`src/rtl/if_fetch_ctrl.sv`:
```
`default_nettype none
// ============================================================================
// Module  : if_fetch_ctrl
// Brief   : Instruction fetch controller with a 2-entry prefetch FIFO and
//           branch redirect/discard handling.
// Revision: 1.0
// ============================================================================
module if_fetch_ctrl #(
    parameter logic [31:0] RESET_PC = 32'h0000_0000
) (
    input  logic        clk,
    input  logic        rst,
    input  logic        freeze,
    input  logic        branch_taken,
    input  logic [31:0] branch_addr,
    output logic        imem_req,
    output logic [31:0] imem_addr,
    input  logic        imem_ack,
    input  logic [31:0] imem_rdata,
    output logic        if_valid,
    output logic [31:0] if_instr,
    output logic [31:0] if_pc
);

    typedef enum logic [1:0] {
        ST_IDLE    = 2'd0,
        ST_BUSY    = 2'd1,
        ST_DISCARD = 2'd2
    } state_t;

    localparam logic [1:0] c_FULL = 2'd2;

    state_t      r_state;
    logic        r_imem_req;
    logic [1:0]  r_count;
    logic        r_head;
    logic [31:0] r_fifo_instr [2];
    logic [31:0] r_fifo_pc    [2];
    logic [31:0] r_pc;
    logic [31:0] r_req_addr;

    state_t      w_state_nxt;
    logic [31:0] w_req_nxt;
    logic [31:0] w_pc_nxt;
    logic [31:0] w_branch_addr;
    logic [31:0] w_seq_addr;
    logic [1:0]  w_count_after;
    logic        w_pop;
    logic        w_push;
    logic        w_wr_idx;

    assign if_valid  = (r_count != 2'd0);
    assign if_instr  = if_valid ? r_fifo_instr[r_head] : 32'd0;
    assign if_pc     = if_valid ? r_fifo_pc[r_head]    : 32'd0;
    assign imem_req  = r_imem_req;
    assign imem_addr = r_req_addr;

    always_comb begin
        w_branch_addr = {branch_addr[31:2], 2'b00};
        w_seq_addr    = r_req_addr + 32'd4;
        w_pop         = if_valid && !freeze && !branch_taken;
        w_push        = (r_state == ST_BUSY) && imem_ack && !branch_taken;
        // Push only happens with count<=1, so this never exceeds 2.
        w_wr_idx      = r_head ^ r_count[0];
        w_count_after = r_count + {1'b0, w_push} - {1'b0, w_pop};
        w_state_nxt   = r_state;
        w_req_nxt     = r_req_addr;
        w_pc_nxt      = r_pc;
        case (r_state)
            ST_IDLE: begin
                if (branch_taken) begin
                    w_state_nxt = ST_BUSY;
                    w_req_nxt   = w_branch_addr;
                    w_pc_nxt    = w_branch_addr;
                end else if (r_count != c_FULL) begin
                    w_state_nxt = ST_BUSY;
                    w_req_nxt   = r_pc;
                end
            end
            ST_BUSY: begin
                if (branch_taken) begin
                    w_pc_nxt = w_branch_addr;
                    if (imem_ack) begin
                        w_state_nxt = ST_BUSY;
                        w_req_nxt   = w_branch_addr;
                    end else begin
                        // Address must stay put until the in-flight access completes.
                        w_state_nxt = ST_DISCARD;
                    end
                end else if (imem_ack) begin
                    w_pc_nxt = w_seq_addr;
                    if (w_count_after != c_FULL) begin
                        w_state_nxt = ST_BUSY;
                        w_req_nxt   = w_seq_addr;
                    end else begin
                        w_state_nxt = ST_IDLE;
                    end
                end
            end
            ST_DISCARD: begin
                if (branch_taken) begin
                    w_pc_nxt = w_branch_addr;
                end
                if (imem_ack) begin
                    w_state_nxt = ST_BUSY;
                    w_req_nxt   = branch_taken ? w_branch_addr : r_pc;
                end
            end
            default: begin
                w_state_nxt = ST_IDLE;
            end
        endcase
    end

    always_ff @(posedge clk) begin
        if (rst) begin
            r_state         <= ST_IDLE;
            r_imem_req      <= 1'b0;
            r_count         <= 2'd0;
            r_head          <= 1'b0;
            r_fifo_instr[0] <= 32'd0;
            r_fifo_instr[1] <= 32'd0;
            r_fifo_pc[0]    <= 32'd0;
            r_fifo_pc[1]    <= 32'd0;
            r_pc            <= RESET_PC;
            r_req_addr      <= RESET_PC;
        end else begin
            r_state    <= w_state_nxt;
            r_imem_req <= (w_state_nxt != ST_IDLE);
            r_req_addr <= w_req_nxt;
            r_pc       <= w_pc_nxt;
            r_count    <= branch_taken ? 2'd0 : w_count_after;
            if (w_pop) begin
                r_head <= ~r_head;
            end
            if (w_push) begin
                r_fifo_instr[w_wr_idx] <= imem_rdata;
                r_fifo_pc[w_wr_idx]    <= w_seq_addr;
            end
        end
    end

endmodule
`default_nettype wire

```
`config.mk`:
```
export PLATFORM = sky130hd
export DESIGN_NAME = if_fetch_ctrl
export DESIGN_NICKNAME = d
export VERILOG_FILES = /design/src/rtl/if_fetch_ctrl.sv
export SDC_FILE = /design/constraint.sdc
export NUM_CORES = 1
export LEC_CHECK = 0
export ABC_CLOCK_PERIOD_IN_PS = 6000
export CORE_ASPECT_RATIO = 1.5
export CORE_MARGIN = 5
export CORE_UTILIZATION = 45
export CTS_BUF_LIST = sky130_fd_sc_hd__clkbuf_8
export DETAILED_ROUTE_END_ITERATION = 12
export PLACE_DENSITY = 0.69
export SLEW_MARGIN = 20
export SYNTH_ARGS = -nofsm -noshare
export SYNTH_HDL_FRONTEND = slang
export SYNTH_SLANG_ARGS = --single-unit
```
`constraint.sdc`:
```
create_clock -name clk -period 6 [get_ports clk]
set_input_delay 1.8 -clock clk [delete_from_list [all_inputs] [get_ports clk]]
set_output_delay 1.8 -clock clk [all_outputs]
set_load 0.005 [all_outputs]
```
Yosys cells after proc, flatten, opt, wreduce, memory -nomap -nowiden
Memories as Yosys holds them, arrays and structs flattened. A register that Yosys moved wholly into a read port is not among the register bits. Cells that the tools add are included.

Add/sub/neg operators: 3. Eq/ne operators: 9. Multiplexer cells: 37. Bitwise operators: 2. Reductions and logical operators: 17.

Operators by type and width (count): $mux W32 (14); $pmux W32 S3 (1); $pmux W32 S2 (1); $reduce_or A32 Y1 (2); $add A32 B3 Y32 const B (1); $mux W1 (14); $mux W2 (6); $ne A2 B2 Y1 const B (4); $ne A3 B3 Y1 const B (2); $pmux W2 S3 (1); $reduce_bool A2 Y1 (3); $reduce_and A5 Y1 (1); $logic_and A1 B1 Y1 (4); $reduce_or A2 Y1 (2); $ne A3 B2 Y1 const B (1); $reduce_bool A3 Y1 (1); $add A2 B1 Y2 (1); $eq A2 B1 Y1 const B (1); $eq A2 B2 Y1 const B (1); $logic_not A1 Y1 (2); $logic_not A2 Y1 (1); $reduce_and A2 Y1 (1); $sub A2 B1 Y2 (1); $not A1 Y1 (1); $xor A1 B1 Y1 (1).

Bits in registers: 70. RAM bits: 128. Input port bits: 69. Output and inout port bits: 98. Word-level logic and storage cells: 76. Memories kept: 2.

Memories: r_fifo_instr (words 2, width 32, read ports 1, clocked after Yosys merged registers in 1, wr ports 2, line 37) `logic [31:0] r_fifo_instr [2];`; r_fifo_pc (words 2, width 32, read ports 1, clocked after Yosys merged registers in 1, wr ports 2, line 38) `logic [31:0] r_fifo_pc [2];`.

Depth between registers and ports, before layout
Gate-level depths: netlist of run 1.

Depth in word-level cells: 11. Gate-level depth with buffers: 15. Depth with buffers taken out: 11.

Worst setup path before layout of run 1
OpenSTA, ideal clock, no wires.

Path kind: input -> register. Start: in branch_taken. End: mem r_fifo_instr[0][0] (enable). Setup time: 423 ps. Arrival time: 4483 ps. Required time: 5577 ps. Path slack: 1093 ps. Stages on the path: 9. Path buffers: 3. Cell sequence: buf_2 -> or3b_1 -> buf_2 -> nor2_4 -> inv_2 -> nor2_4 -> nand2_1 -> buf_2 -> nand2_1.

RTL lines: start: declaration (line 14) `input logic branch_taken,`; end: declaration (line 37).

Worst setup path after layout of run 1
Start: in imem_ack. End: reg r_req_addr[29] (netlist: imem_addr[29]).

Cells in the longest elaborated chain, start to end: 7. Elaborated cells between the ends (all ways): 9. Classes of those cells: add/sub: 2; eq/ne: 4; reduce/logical: 3.

RTL lines: start: declaration (line 18) `input logic imem_ack,`; $logic_and A1 B1 Y1 (2 in a row) (line 62) `w_push = (r_state == ST_BUSY) && imem_ack && !branch_taken;`; $add A2 B1 Y2 (line 65) `w_count_after = r_count + {1'b0, w_push} - {1'b0, w_pop};`; $sub A2 B1 Y2 (line 65); $ne A2 B2 Y1 (line 92) `if (w_count_after != c_FULL) begin`; $ne A3 B2 Y1 (no line); $reduce_and A5 Y1 (no line) *; end signal: assignment (line 130) `r_req_addr <= w_req_nxt;`; end: declaration (line 40) `logic [31:0] r_req_addr;`.

Every way passes the cells marked *; elsewhere a longest branch is shown, timed or not. A chain may end at the register's enable or synchronous reset.

==> results of run 1 <==
## final cells by class
type	instances	area, um2
flip-flops and latches	199	5270
fillers	1942	9590
repair buffers	187	1840
well taps	272	340
clock inverters	14	125
inverters	14	52.6
multi-input cells	672	4170
clock buffers	18	248
## worst max-delay path: cells and delay by family
kind / cells / cell delay, ns
buffers and inverters: 5 / 1.17
XOR/XNOR: 1 / 0.24
AO/OA/AOI/OAI: 3 / 0.75
adder cells (fa/ha/maj): 2 / 0.41
AND/OR/NAND/NOR: 2 / 0.51
## flip-flops by register name (all words and copies together) (netlist names), named ones only
signal / flops
imem_addr: 32
imem_req: 1
r_count: 2
r_fifo_instr: 64
r_fifo_pc: 64
r_head: 1
r_pc: 32
r_state: 2
## kinds of logic after synthesis
group,count (synthesis),synth area share
AOI/OAI and AO/OA,191,0.135
and+or+nand+nor,386,0.190
muxes,65,0.0660
DFF,199,0.534
buffers and inverters,97,0.0457
xor gates and xnor gates,27,0.0255
adders and majority gates,3,0.00381
## per-stage QoR
| stage | hold slack, ns | utilization | power [mW] | cells | area, um2 |
|---|---|---|---|---|---|
| 6_report | 0.474 | 0.557 | 2.88 | 1376 | 12000 |
| 5_1_grt | 0.506 | 0.557 | 3.00 | 1376 | 12000 |
| 4_1_cts | 0.474 | 0.555 | 2.90 | 1375 | 12000 |
| 3_5_place_dp | 0.460 | 0.538 | 2.08 | 1343 | 11600 |
| 3_3_place_gp | 0.454 | 0.538 | 2.07 | 1343 | 11600 |
| 2_1_floorplan | 0.440 | - | 1.88 | 968 | 9860 |
## worst max path at each step
stage                     slack (ns)            endpoint  cells after the start    startpoint
after floorplan                 1.09  r_fifo_instr[0][0]                      9  branch_taken
after global placement          1.04       imem_addr[29]                     13      imem_ack
after detailed placement        1.03       imem_addr[29]                     13      imem_ack
after CTS                       1.41        if_instr[24]                      4    r_count[0]
after global routing            1.27         if_instr[4]                      4    r_count[0]
final                           1.47       imem_addr[29]                     13      imem_ack
## synth_stat cells (all sizes together), types with 9 or more instances
master / number
a31oi: 11
and2: 10
mux2i: 65
a21oi: 45
nor2: 183
clkbuf: 43
and3: 76
nand3: 16
nand4: 9
xnor2: 13
o21ai: 30
dfxtp: 71
nor3: 12
nand2: 47
xor2: 13
o22ai: 9
o221ai: 11
a211oi: 9
edfxtp: 128
inv: 14
a22oi: 9
buf: 40
## layer usage
layer | vias to the layer above | GRT usage
li1 | 3793 | -
met1 | 3786 | 0.260
met2 | 282 | 0.365
met3 | 49 | 0.0372
met4 | 0 | 0.0843
met5 | - | 0
## cell usage in the layout (no fill, tap or decap), types with 7 or more instances in the layout
cell               n
nand2b_1           7
a211oi_1           8
clkdlybuf4s50_1  162
o221ai_1          11
o32ai_1            8
nor3_1            12
inv_1             14
xor2_1            12
a211o_1            8
a21oi_1           45
o21ai_0           30
mux2i_1           65
o22ai_1            9
nand4_1            9
a22oi_1            9
edfxtp_1         128
clkbuf_8          18
dfxtp_1           70
and2_1             8
xnor2_1           12
nor2_1           179
nand2_1           45
buf_4             21
and3_1            75
nand3_1           15
a31oi_1           11
## power by group through the flow
stage | Combinational, mW | Clock (mW) | Sequential [mW]
CTS | 0.446 | 0.842 | 1.61
global placement | 0.437 | 0 | 1.64
floorplan | 0.260 | 0 | 1.62
detailed placement | 0.444 | 0 | 1.64
finish | 0.449 | 0.825 | 1.61
global route | 0.488 | 0.892 | 1.62
==> flow_summary_export.csv, run 1 <==
group,metric,value,unit
run_status,status,"complete, no violations",
setup_path,r2r-end,"imem_addr[29]",
setup_path,critPathLaunchType,"primary input",
placed_design,dpl_worst_slack,1.03,ns
grt,grt_max_degree,69,
sta,finalHoldViolCount,0,
detailed_routing,drt-met1-wl,10700,um
setup_path,reg2reg_from,"r_state[0]",
logic_synthesis,synth_top_area_share,0.390,
logic_synthesis,ys_top_cells_by_area,"edfxtp_1, dfxtp_1, nor2_1, mux2i_1, and3_1",
clock_tree,postCtsSetupBuffers,0,
grt,overflow,0,
grt,antenna_found_initial,0,
logic_synthesis,seq_area_frac_synth,0.534,
grt,grt_pass1_wl,41400,um
sta,setup_slack,1.47,ns
placed_design,port-buffer-count,164,
detailed_routing,routed_wl,26400,um
power_and_ir_drop,swShare,0.279,
die,start_util,0.456,
detailed_routing,dr.pass1.iters,5,
clock_tree,root_buffer,"clkbuf_8",
die,die_h,191,um
detailed_routing,dr.max_layer_used,"met4",
clock_tree,postCtsHoldBufs,0,
die,ios,167,
worst_hold_path,hold_path.class,"reg -> reg",
final_layout,nets,1163,
power_and_ir_drop,pwr-share-comb,0.156,
setup_path,cpMaxStageDelayCell,"clkdlybuf4s50_1",
worst_hold_path,min_path_cells,2,
detailed_routing,wl_per_cell,19.2,um
setup_path,endpoint_kind,"flip-flop",
power_and_ir_drop,ir_drop,0.147,mV
logic_synthesis,netlist_instances,968,
setup_path,cp_cell_sequence,"clkdlybuf4s50_1 -> inv_1 -> nor2_4 -> inv_2 -> ha_1 -> inv_1 -> ha_1 -> xor3_1 -> or3_1 -> o211a_1 -> buf_4 -> a21o_1 -> a32o_1",
final_layout,syn2layout_area_growth,22.1,%
setup_path,worst_ep_required_time,6.37,ns
sta,fin_crit_sh,0.755,
sta,setup-tns-final,0,ns
die,coreArea,21600,um2
clock_tree,clk_latency,0.47,ns
logic_synthesis,synth_area,9860,um2
sta,fmax,221,MHz
sta,fin_skew,0.0158,ns
placed_design,dpl.hpwl,17700,um
power_and_ir_drop,seq_power_share,0.558,
detailed_routing,drt-initial-drc-count,569,
setup_path,cpPeakStageDelay,0.60,ns
clock_tree,numCtsBuffers,17,
power_and_ir_drop,p_int,2.08,mW
power_and_ir_drop,pwr-share-clk,0.286,
clock_tree,cts.sinks,199,
final_layout,num_antenna_cells,0,
grt,grt_usage,0.212,
sta,setup_viol,0,
worst_hold_path,hold_start,"r_pc[31]",
detailed_routing,met2_length,13500,um
clock_tree,ctsLongestPathBuffers,2,
sta,tightestPinTransition,1.04,ns
logic_synthesis,synth-edff-count,128,
detailed_routing,dr_total_vias,7910,
logic_synthesis,synth_ff_type,"edfxtp_1",
setup_path,crit_arrival,4.89,ns
power_and_ir_drop,p_leak,4.29,nW
detailed_routing,drc,0,
setup_path,crit_fanout,14,
sta,relSlewSlack,0.308,
flow_run,maxCapViolCount,0,
detailed_routing,ant_nets,0,
clock_tree,cts.clk_slew.worst_paths,0.10,ns
die,rows,66,
logic_synthesis,avgSynthCellArea,10.2,um2
logic_synthesis,synth-async-reset-ratio,0,
logic_synthesis,yosysUniqueCellTypes,71,
worst_hold_path,hold_end,"r_pc[31]",
detailed_routing,route.met3.wl,1500,um
setup_path,reg2regPathDepth,13,
sta,drv_slew,0,
sta,period_minus_slack,4.53,ns
clock_tree,htreeDepth,4,
logic_synthesis,yosysWarnings,0,
final_layout,drive_gt1_frac,0.0725,
grt,grt_pass1_vias,7891,
clock_tree,ctsResizeCount,0,
sta,rsz0062_at_grt,"no",
logic_synthesis,yosysTopAreaCell,"edfxtp_1",
die,die_area,25000,um2
detailed_routing,vias_per_cell,5.75,
power_and_ir_drop,switchingPower,0.803,mW
setup_path,rrSetupSlack,2.00,ns
logic_synthesis,syn_nets,1040,
setup_path,path_class,"in -> reg",
die,die_x,131,um
placed_design,gp_congestion,0.821,
clock_tree,cts_tree,"done",
logic_synthesis,synth_seq_cells,199,
power_and_ir_drop,p_per_area,239,nW/um2
(Power assumes the default switching activity.)
==> run 2: changes to the inputs <==
--- a/config.mk
+++ b/config.mk
@@ -5,7 +5,7 @@
 export SDC_FILE = /design/constraint.sdc
 export NUM_CORES = 1
 export LEC_CHECK = 0
-export ABC_CLOCK_PERIOD_IN_PS = 6000
+export ABC_CLOCK_PERIOD_IN_PS = 4600
 export CORE_ASPECT_RATIO = 1.5
 export CORE_MARGIN = 5
 export CORE_UTILIZATION = 45
==> constraint.sdc (replaced) <==
create_clock -name clk -period 4.6 [get_ports clk]
set_input_delay 1.38 -clock clk [delete_from_list [all_inputs] [get_ports clk]]
set_output_delay 1.38 -clock clk [all_outputs]
set_load 0.005 [all_outputs]
==> run 2 against run 1 <==
Against the previous run: critical path type is now reg -> out; sequential cell count did not move; highest routed layer unchanged; hold slack got worse by 0.00057 ns; critical endpoint is now if_pc[11]; first-iteration DRC count rose by 21%; setup slack got worse by 0.77 ns.
==> flow_summary_export.csv, run 2 (same netlist as run 1, synthesis figures left out) <==
group,metric,value,unit
run_status,status,"complete, no violations",
clock_tree,postCtsHoldBufs,0,
power_and_ir_drop,ir_drop,0.181,mV
setup_path,worst_ep_required_time,3.22,ns
detailed_routing,met2_length,13400,um
detailed_routing,drt-met1-wl,10600,um
sta,fin_skew,0.0146,ns
grt,antenna_found_initial,0,
die,rows,66,
sta,finalHoldViolCount,0,
setup_path,critPathLaunchType,"flip-flop",
placed_design,port-buffer-count,164,
die,coreArea,21600,um2
sta,fin_crit_sh,0.847,
detailed_routing,drc,0,
detailed_routing,dr.max_layer_used,"met4",
final_layout,layout_common_cells,"nor2_1, clkdlybuf4s50_1, edfxtp_1",
die,die_area,25000,um2
sta,fmax,257,MHz
grt,grt_pass1_wl,40900,um
clock_tree,root_buffer,"clkbuf_8",
detailed_routing,ant_nets,0,
grt,overflow,0,
placed_design,gp_congestion,0.843,
sta,period_minus_slack,3.90,ns
clock_tree,clk_latency,0.47,ns
detailed_routing,wl_per_cell,19.0,um
final_layout,final_util,0.559,
final_layout,final_common_cell,"nor2_1",
detailed_routing,vias_per_cell,5.70,
final_layout,num_antenna_cells,0,
die,ios,167,
grt,grt_pass1_vias,7641,
grt,grt_usage,0.210,
final_layout,syn2layout_area_growth,22.7,%
detailed_routing,route.met3.wl,1450,um
detailed_routing,drt-initial-drc-count,686,
die,die_h,191,um
sta,setup-tns-final,0,ns
setup_path,endpoint_kind,"output pin",
detailed_routing,routed_wl,26200,um
clock_tree,ctsResizeCount,0,
clock_tree,numCtsBuffers,17,
clock_tree,ctsLongestPathBuffers,2,
placed_design,dpl.hpwl,17600,um
detailed_routing,dr.pass1.iters,5,
final_layout,drive_gt1_frac,0.0740,
clock_tree,postCtsSetupBuffers,0,
final_layout,reg_top3,"r_fifo_instr (64), r_fifo_pc (64)",
sta,setup_viol,0,
flow_run,maxCapViolCount,0,
sta,rsz0062_at_grt,"no",
final_layout,nets,1167,
setup_path,crit_fanout,30,
setup_path,rrSetupSlack,1.32,ns
worst_hold_path,hold_path.class,"reg -> reg",
die,start_util,0.456,
die,die_x,131,um
grt,grt_max_degree,69,
clock_tree,cts_tree,"done",
clock_tree,cts.sinks,199,
clock_tree,cts.clk_slew.worst_paths,0.10,ns
power_and_ir_drop,p_per_area,317,nW/um2
detailed_routing,dr_total_vias,7867,
setup_path,path_class,"reg -> out",
sta,tightestPinTransition,1.07,ns
sta,relSlewSlack,0.281,
sta,drv_slew,0,
power_and_ir_drop,p_leak,4.33,nW
clock_tree,htreeDepth,4,
setup_path,crit_arrival,2.52,ns
run 2: cell count changes in the layout (fill, tap and decap cells not counted), moves of 2 or more:
cell	delta
buf_4	+4
bufinv_16	+2
inv_1	+2
inv_6	-2
run 2: critical path, cell delays in order (launching register included):
cell and delay [ns]:
dfxtp_1 0.43, nor2_4 0.60, buf_4 0.42, nor2_1 0.10, clkdlybuf4s50_1 0.49
run 2: power breakdown:
part           internal [mW]  switching (mW)
clock network          0.549           0.605
registers               2.00          0.0895
logic                  0.265           0.322
total                   2.82            1.02
run 2: path summary, 6_finish.rpt:
check | start | end | depth (start not counted)
worst min register to register | r_pc[31] | r_pc[31] | 2
worst max register to register | r_count[0] | imem_addr[2] | 11
worst max-delay path | r_count[0] | if_pc[11] | 4
worst min-delay path | r_pc[31] | r_pc[31] | 2
run 2: layer usage:
| layer | up-vias | GRT usage |
|---|---|---|
| li1 | 3796 | - |
| met1 | 3759 | 0.255 |
| met4 | 0 | 0.0863 |
| met5 | - | 0 |
| met2 | 262 | 0.364 |
| met3 | 50 | 0.0363 |
run 2: stage by stage:
step	instances	area [um2]	total power [mW]	hold slack, ns	setup WS [ns]
after floorplan	968	9860	2.45	0.440	0.113
after global placement	1348	11700	2.71	0.454	0.434
after detailed placement	1348	11700	2.72	0.460	0.396
after CTS	1380	12100	3.86	0.474	0.611
after global routing	1380	12100	4.00	0.504	0.524
final	1380	12100	3.83	0.474	0.702
run 2: area by class of cell:
| cell class | instances | area (um2) |
|---|---|---|
| Fill cell | 1917 | 9540 |
| Sequential cell | 199 | 5270 |
| Multi-Input combinational cell | 672 | 4170 |
| Timing Repair Buffer | 191 | 1860 |
| Tap cell | 272 | 340 |
| Clock buffer | 18 | 248 |
| Clock inverter | 14 | 160 |
| Inverter | 14 | 52.6 |
